==> src/rtl/wb_pkg.sv <==
// Shared constants and requester identifiers for the writeback port arbiter.
package wb_pkg;

    localparam int DATA_WIDTH = 16;
    localparam int ADDR_WIDTH = 2;
    localparam int NUM_REGS   = 2 ** ADDR_WIDTH;

    typedef enum logic {
        WB_ALU  = 1'b0,
        WB_LOAD = 1'b1
    } wb_req_id_t;

endpackage

==> src/rtl/wb_rr_arb2.sv <==
// Combinational 2-way writeback grant; round-robin on ties when WB_RR_ARB_EN is
// defined, otherwise the load path (requester 1) always wins ties.
module wb_rr_arb2
    import wb_pkg::*;
(
    input  logic [1:0] req_valid_i,
    input  wb_req_id_t grant_last_i,
    input  logic       wb_hold_i,
    output logic [1:0] grant_o
);

`ifndef WB_RR_ARB_EN
    // grant_last only matters for round-robin; kept on the port for a uniform interface.
    logic unused_grant_last;
    assign unused_grant_last = grant_last_i;
`endif

    always_comb begin
        // NOTE: every always_comb output gets a default first so no path can infer a latch.
        grant_o = 2'b00;
        if (!wb_hold_i) begin
            case (req_valid_i)
                2'b01:   grant_o = 2'b01;
                2'b10:   grant_o = 2'b10;
`ifdef WB_RR_ARB_EN
                2'b11:   grant_o = (grant_last_i == WB_LOAD) ? 2'b01 : 2'b10;
`else
                2'b11:   grant_o = 2'b10;
`endif
                default: grant_o = 2'b00;
            endcase
        end
    end

endmodule

==> src/rtl/wb_port_arbiter.sv <==
// Writeback port arbiter: registered register-file write stage, grant history and
// busy scoreboard. Tie policy selected by WB_RR_ARB_EN (see wb_rr_arb2).
module wb_port_arbiter
    import wb_pkg::*;
(
    input  logic                  clk,
    input  logic                  reset,
    input  logic [1:0]            req_valid,
    output logic [1:0]            req_ready,
    input  logic [ADDR_WIDTH-1:0] req_reg0,
    input  logic [ADDR_WIDTH-1:0] req_reg1,
    input  logic [DATA_WIDTH-1:0] req_data0,
    input  logic [DATA_WIDTH-1:0] req_data1,
    input  logic                  wb_hold,
    input  logic                  claim_valid,
    input  logic [ADDR_WIDTH-1:0] claim_reg,
    output logic [ADDR_WIDTH-1:0] write_reg,
    output logic [DATA_WIDTH-1:0] write_data,
    output logic                  reg_write,
    output logic [NUM_REGS-1:0]   busy,
    output logic                  grant_last
);

    logic [1:0]            grant;
    logic                  xfer;
    logic [ADDR_WIDTH-1:0] write_reg_q,  write_reg_d;
    logic [DATA_WIDTH-1:0] write_data_q, write_data_d;
    logic                  reg_write_q,  reg_write_d;
    logic [NUM_REGS-1:0]   busy_q,       busy_d;
    wb_req_id_t            grant_last_q, grant_last_d;

    // Reset blocks acceptance combinationally so nothing is taken in a reset cycle.
    wb_rr_arb2 u_arb (
        .req_valid_i  (req_valid),
        .grant_last_i (grant_last_q),
        .wb_hold_i    (wb_hold | reset),
        .grant_o      (grant)
    );

    assign req_ready = grant;
    assign xfer      = |(req_valid & grant);

    always_comb begin
        write_reg_d  = write_reg_q;
        write_data_d = write_data_q;
        reg_write_d  = 1'b0;
        grant_last_d = grant_last_q;
        if (xfer) begin
            reg_write_d = 1'b1;
            if (grant[1]) begin
                write_reg_d  = req_reg1;
                write_data_d = req_data1;
                grant_last_d = WB_LOAD;
            end else begin
                write_reg_d  = req_reg0;
                write_data_d = req_data0;
                grant_last_d = WB_ALU;
            end
        end

        // Claim is applied after the commit clear so a same-register claim wins.
        busy_d = busy_q;
        if (reg_write_q) busy_d[write_reg_q] = 1'b0;
        if (claim_valid) busy_d[claim_reg]   = 1'b1;
    end

    always_ff @(posedge clk) begin
        // NOTE: sequential state uses non-blocking assignments so every flop samples pre-edge values.
        if (reset) begin
            write_reg_q  <= '0;
            write_data_q <= '0;
            reg_write_q  <= 1'b0;
            busy_q       <= '0;
            grant_last_q <= WB_LOAD;
        end else begin
            write_reg_q  <= write_reg_d;
            write_data_q <= write_data_d;
            reg_write_q  <= reg_write_d;
            busy_q       <= busy_d;
            grant_last_q <= grant_last_d;
        end
    end

    assign write_reg  = write_reg_q;
    assign write_data = write_data_q;
    assign reg_write  = reg_write_q;
    assign busy       = busy_q;
    assign grant_last = grant_last_q;

endmodule

==> config.mk <==
export PLATFORM = sky130hd
export DESIGN_NAME = wb_port_arbiter
export DESIGN_NICKNAME = d
export VERILOG_FILES = /design/src/rtl/wb_pkg.sv /design/src/rtl/wb_rr_arb2.sv /design/src/rtl/wb_port_arbiter.sv
export SDC_FILE = /design/constraint.sdc
export NUM_CORES = 1
export LEC_CHECK = 0
export CAP_MARGIN = 20
export CORE_MARGIN = 1.5
export CORE_UTILIZATION = 39
export DETAILED_ROUTE_END_ITERATION = 8
export PLACE_DENSITY = 0.95
export SYNTH_ARGS = -nofsm -noshare
export SYNTH_HDL_FRONTEND = slang
export SYNTH_SLANG_ARGS = --single-unit
==> constraint.sdc <==
create_clock -name clk -period 3.9 [get_ports clk]
set_clock_uncertainty 0.15 [all_clocks]
set_input_delay 0.39 -clock clk [delete_from_list [all_inputs] [get_ports clk]]
set_output_delay 0.39 -clock clk [all_outputs]
set_load 0.01 [all_outputs]
==> run_results.csv <==
group,metric,value,unit
die,pin_count,70,
critical_path,timing.rr.start,"reg_write",
layout,final_common_cell,"clkdlybuf4s50_1",
clock_network,cts_buffer_depth,2,
synthesis,synth_compound_area_share,28.1,%
critical_path,cp_slowest_cell,"clkdlybuf4s50_1",
detailed_routing,first_pass_iters,4,
global_routing,grt_pass1_wl,4.70,mm
clock_network,post_cts_buffers,0,
synthesis,synth.distinct_cells,21,
sta,period_share,70.7,%
global_routing,antenna_found_initial,0,
sta,setup_slack,1140,ps
clock_network,postCtsResizedCells,0,
synthesis,synth_area_leaders,"dfxtp_1 43%, mux2i_1 16%, a211oi_2 10%",
global_routing,grt_max_degree,20,
detailed_routing,drc,0,
sta,max_freq,363,MHz
critical_path,critPathMaxStageDelay,620,ps
layout,fill_cells,205,
synthesis,yosys.area.top_type,"dfxtp_1",
detailed_routing,wl_per_cell,14.2,um
synthesis,synth_top_area_share,42.7,%
layout,area_growth,65.7,%
layout,num_antenna_cells,0,
layout,fin_nets,221,
sta,drv_slew,0,
run_status,status,"finished clean",
die,die_h,56.7,um
die,dieArea,3220,um^2
power_and_ir_drop,cellPowerDensity,316,nW/um^2
placement,dpl_worst_slack,935,ps
die,die_w,56.7,um
critical_path,crit_chain,"clkdlybuf4s50_1, nor2_1, and2_1, clkdlybuf4s50_1",
sta,hold_viol,0,
layout,final_cell_mix,"69 x clkdlybuf4s50_1, 24 x dfxtp_1, 22 x a21oi_1, 18 x mux2i_1",
power_and_ir_drop,peakVddDrop,0.219,mV
synthesis,synth_top_family_by_area,"compound AO/OA/AOI/OAI gates",
sta,setup_viol,0,
power_and_ir_drop,power.leakage,0.686,nW
min_path,hp-class,"reg2reg",
sta,fin_setup_tns,0,ps
clock_network,cts_tree,"built",
critical_path,startpoint_type,"input pin",
clock_network,hold_buffers,0,
synthesis,yosysSeqAreaShare,42.7,%
detailed_routing,wirelength,2.95,mm
detailed_routing,ant_nets,0,
sta,rsz0062_at_grt,"false",
clock_network,numCtsBuffers,3,
layout,layout-drive-gt1-share,9.09,%
die,num_rows,19,
synthesis,synthMuxAreaShare,16.0,%
synthesis,syn_avg_cell_area,10.1,um^2
global_routing,grt_usage,18.4,%
synthesis,syn_inst,111,
detailed_routing,drt-vias-per-instance,5.37,
detailed_routing,drt_iter0_drc,27,
die,core,2760,um^2
clock_network,root_buffer,"clkbuf_4",
critical_path,worstSetupStartpoint,"reset",
job,maxCapViolCount,0,
critical_path,worstSetupPathType,"in2out",
synthesis,netlist_area,1120,um^2
sta,min_period,2760,ps
critical_path,arrival,2220,ps
clock_network,insertion_delay,300,ps
synthesis,synth_xor_area_share,0,%
sta,worstMarginPinSlew,815,ps
clock_network,clock-sinks,24,
global_routing,grt-ovfl-total,0,
placement,gp_congestion,0.741,
sta,maxSlewHeadroom,45.6,%
clock_network,cts.reportedPaths.clkPinSlew,120,ps
synthesis,ys_ff_latch,24,
placement,portBuffers,69,
critical_path,crit_path_end_kind,"output port",
synthesis,synth_fa_ha_area_share,0,%
min_path,min_from,"busy[1]",
global_routing,grt_pass1_vias,1119,
critical_path,cp_max_fo,9,
synthesis,yosys_warnings,0,
clock_network,htreeDepth,1,
synthesis,synth_simple_gate_area_share,7.34,%
layout,largest_reg_flops,16,
detailed_routing,vias,1112,
die,floorplan.initialDensity,40.8,%
synthesis,synth_nets,155,
critical_path,cpMostUsedCell,"clkdlybuf4s50_1",
critical_path,required,3360,ps
critical path, delay by kind of cell:
| family | cells | cell delay [ps] |
|---|---|---|
| buffers and inverters | 2 | 1150 |
| and+or+nand+nor | 2 | 660 |
path summary, 6_finish.rpt:
path / endpoint / slack (ps) / cells past startpoint
worst max-delay path: req_ready[1] / 1140 / 4
worst min-delay path: busy[1] / 350 / 2
worst max register to register: busy[0] / 2700 / 3
worst min register to register: busy[1] / 350 / 2
synthesized netlist by cell type:
| cell | n |
|---|---|
| o21bai_1 | 1 |
| buf_2 | 1 |
| and2_1 | 2 |
| a211oi_2 | 9 |
| o21ai_1 | 2 |
| mux2i_1 | 18 |
| dfxtp_1 | 24 |
| nand3_1 | 1 |
| nor2_1 | 3 |
| a211oi_1 | 9 |
| or3b_1 | 1 |
| buf_1 | 1 |
| nand3b_1 | 2 |
| buf_6 | 3 |
| nor4b_1 | 1 |
| nand2_1 | 2 |
| or2_1 | 1 |
| a32oi_1 | 1 |
| clkbuf_1 | 6 |
| a21oi_1 | 22 |
| nor3b_1 | 1 |
where the power goes:
group | switching [W] | internal, W
clock network | 0.0000693 | 0.000104
registers | 0.0000107 | 0.000260
logic | 0.0000572 | 0.0000884
per-layer routing:
layer	share of wire (%)	wire length [um]	GRT usage [%]
met3	8.6	254	4.84
met2	48	1400	30.9
met5	0	0	0
met1	43	1270	21.8
met4	0.71	21	8.50
cell type report:
type | instances | area [um^2] | share of cell area (%)
Clock buffer | 3 | 22.5 | 1.21
Clock inverter | 1 | 30.0 | 1.61
Multi-Input combinational cell | 76 | 579 | 31.1
Sequential cell | 24 | 480 | 25.8
Tap cell | 31 | 38.8 | 2.08
Timing Repair Buffer | 72 | 713 | 38.3
per-stage QoR:
stage	std cells	power [W]	hold WS [ps]	area (um^2)	util, %
final	207	0.000590	350	1860	67.6
after CTS	207	0.000592	354	1860	67.6
after floorplan	111	0.000338	353	1120	-
after global placement	203	0.000417	315	1810	65.7
after detailed placement	203	0.000421	337	1810	65.7
after global routing	207	0.000612	391	1860	67.6
cell families after synthesis:
group | after synthesis
mux | 18
flops | 24
compound gates | 44
simple gates | 14
buf+inv | 11
(Power assumes the default switching activity.)
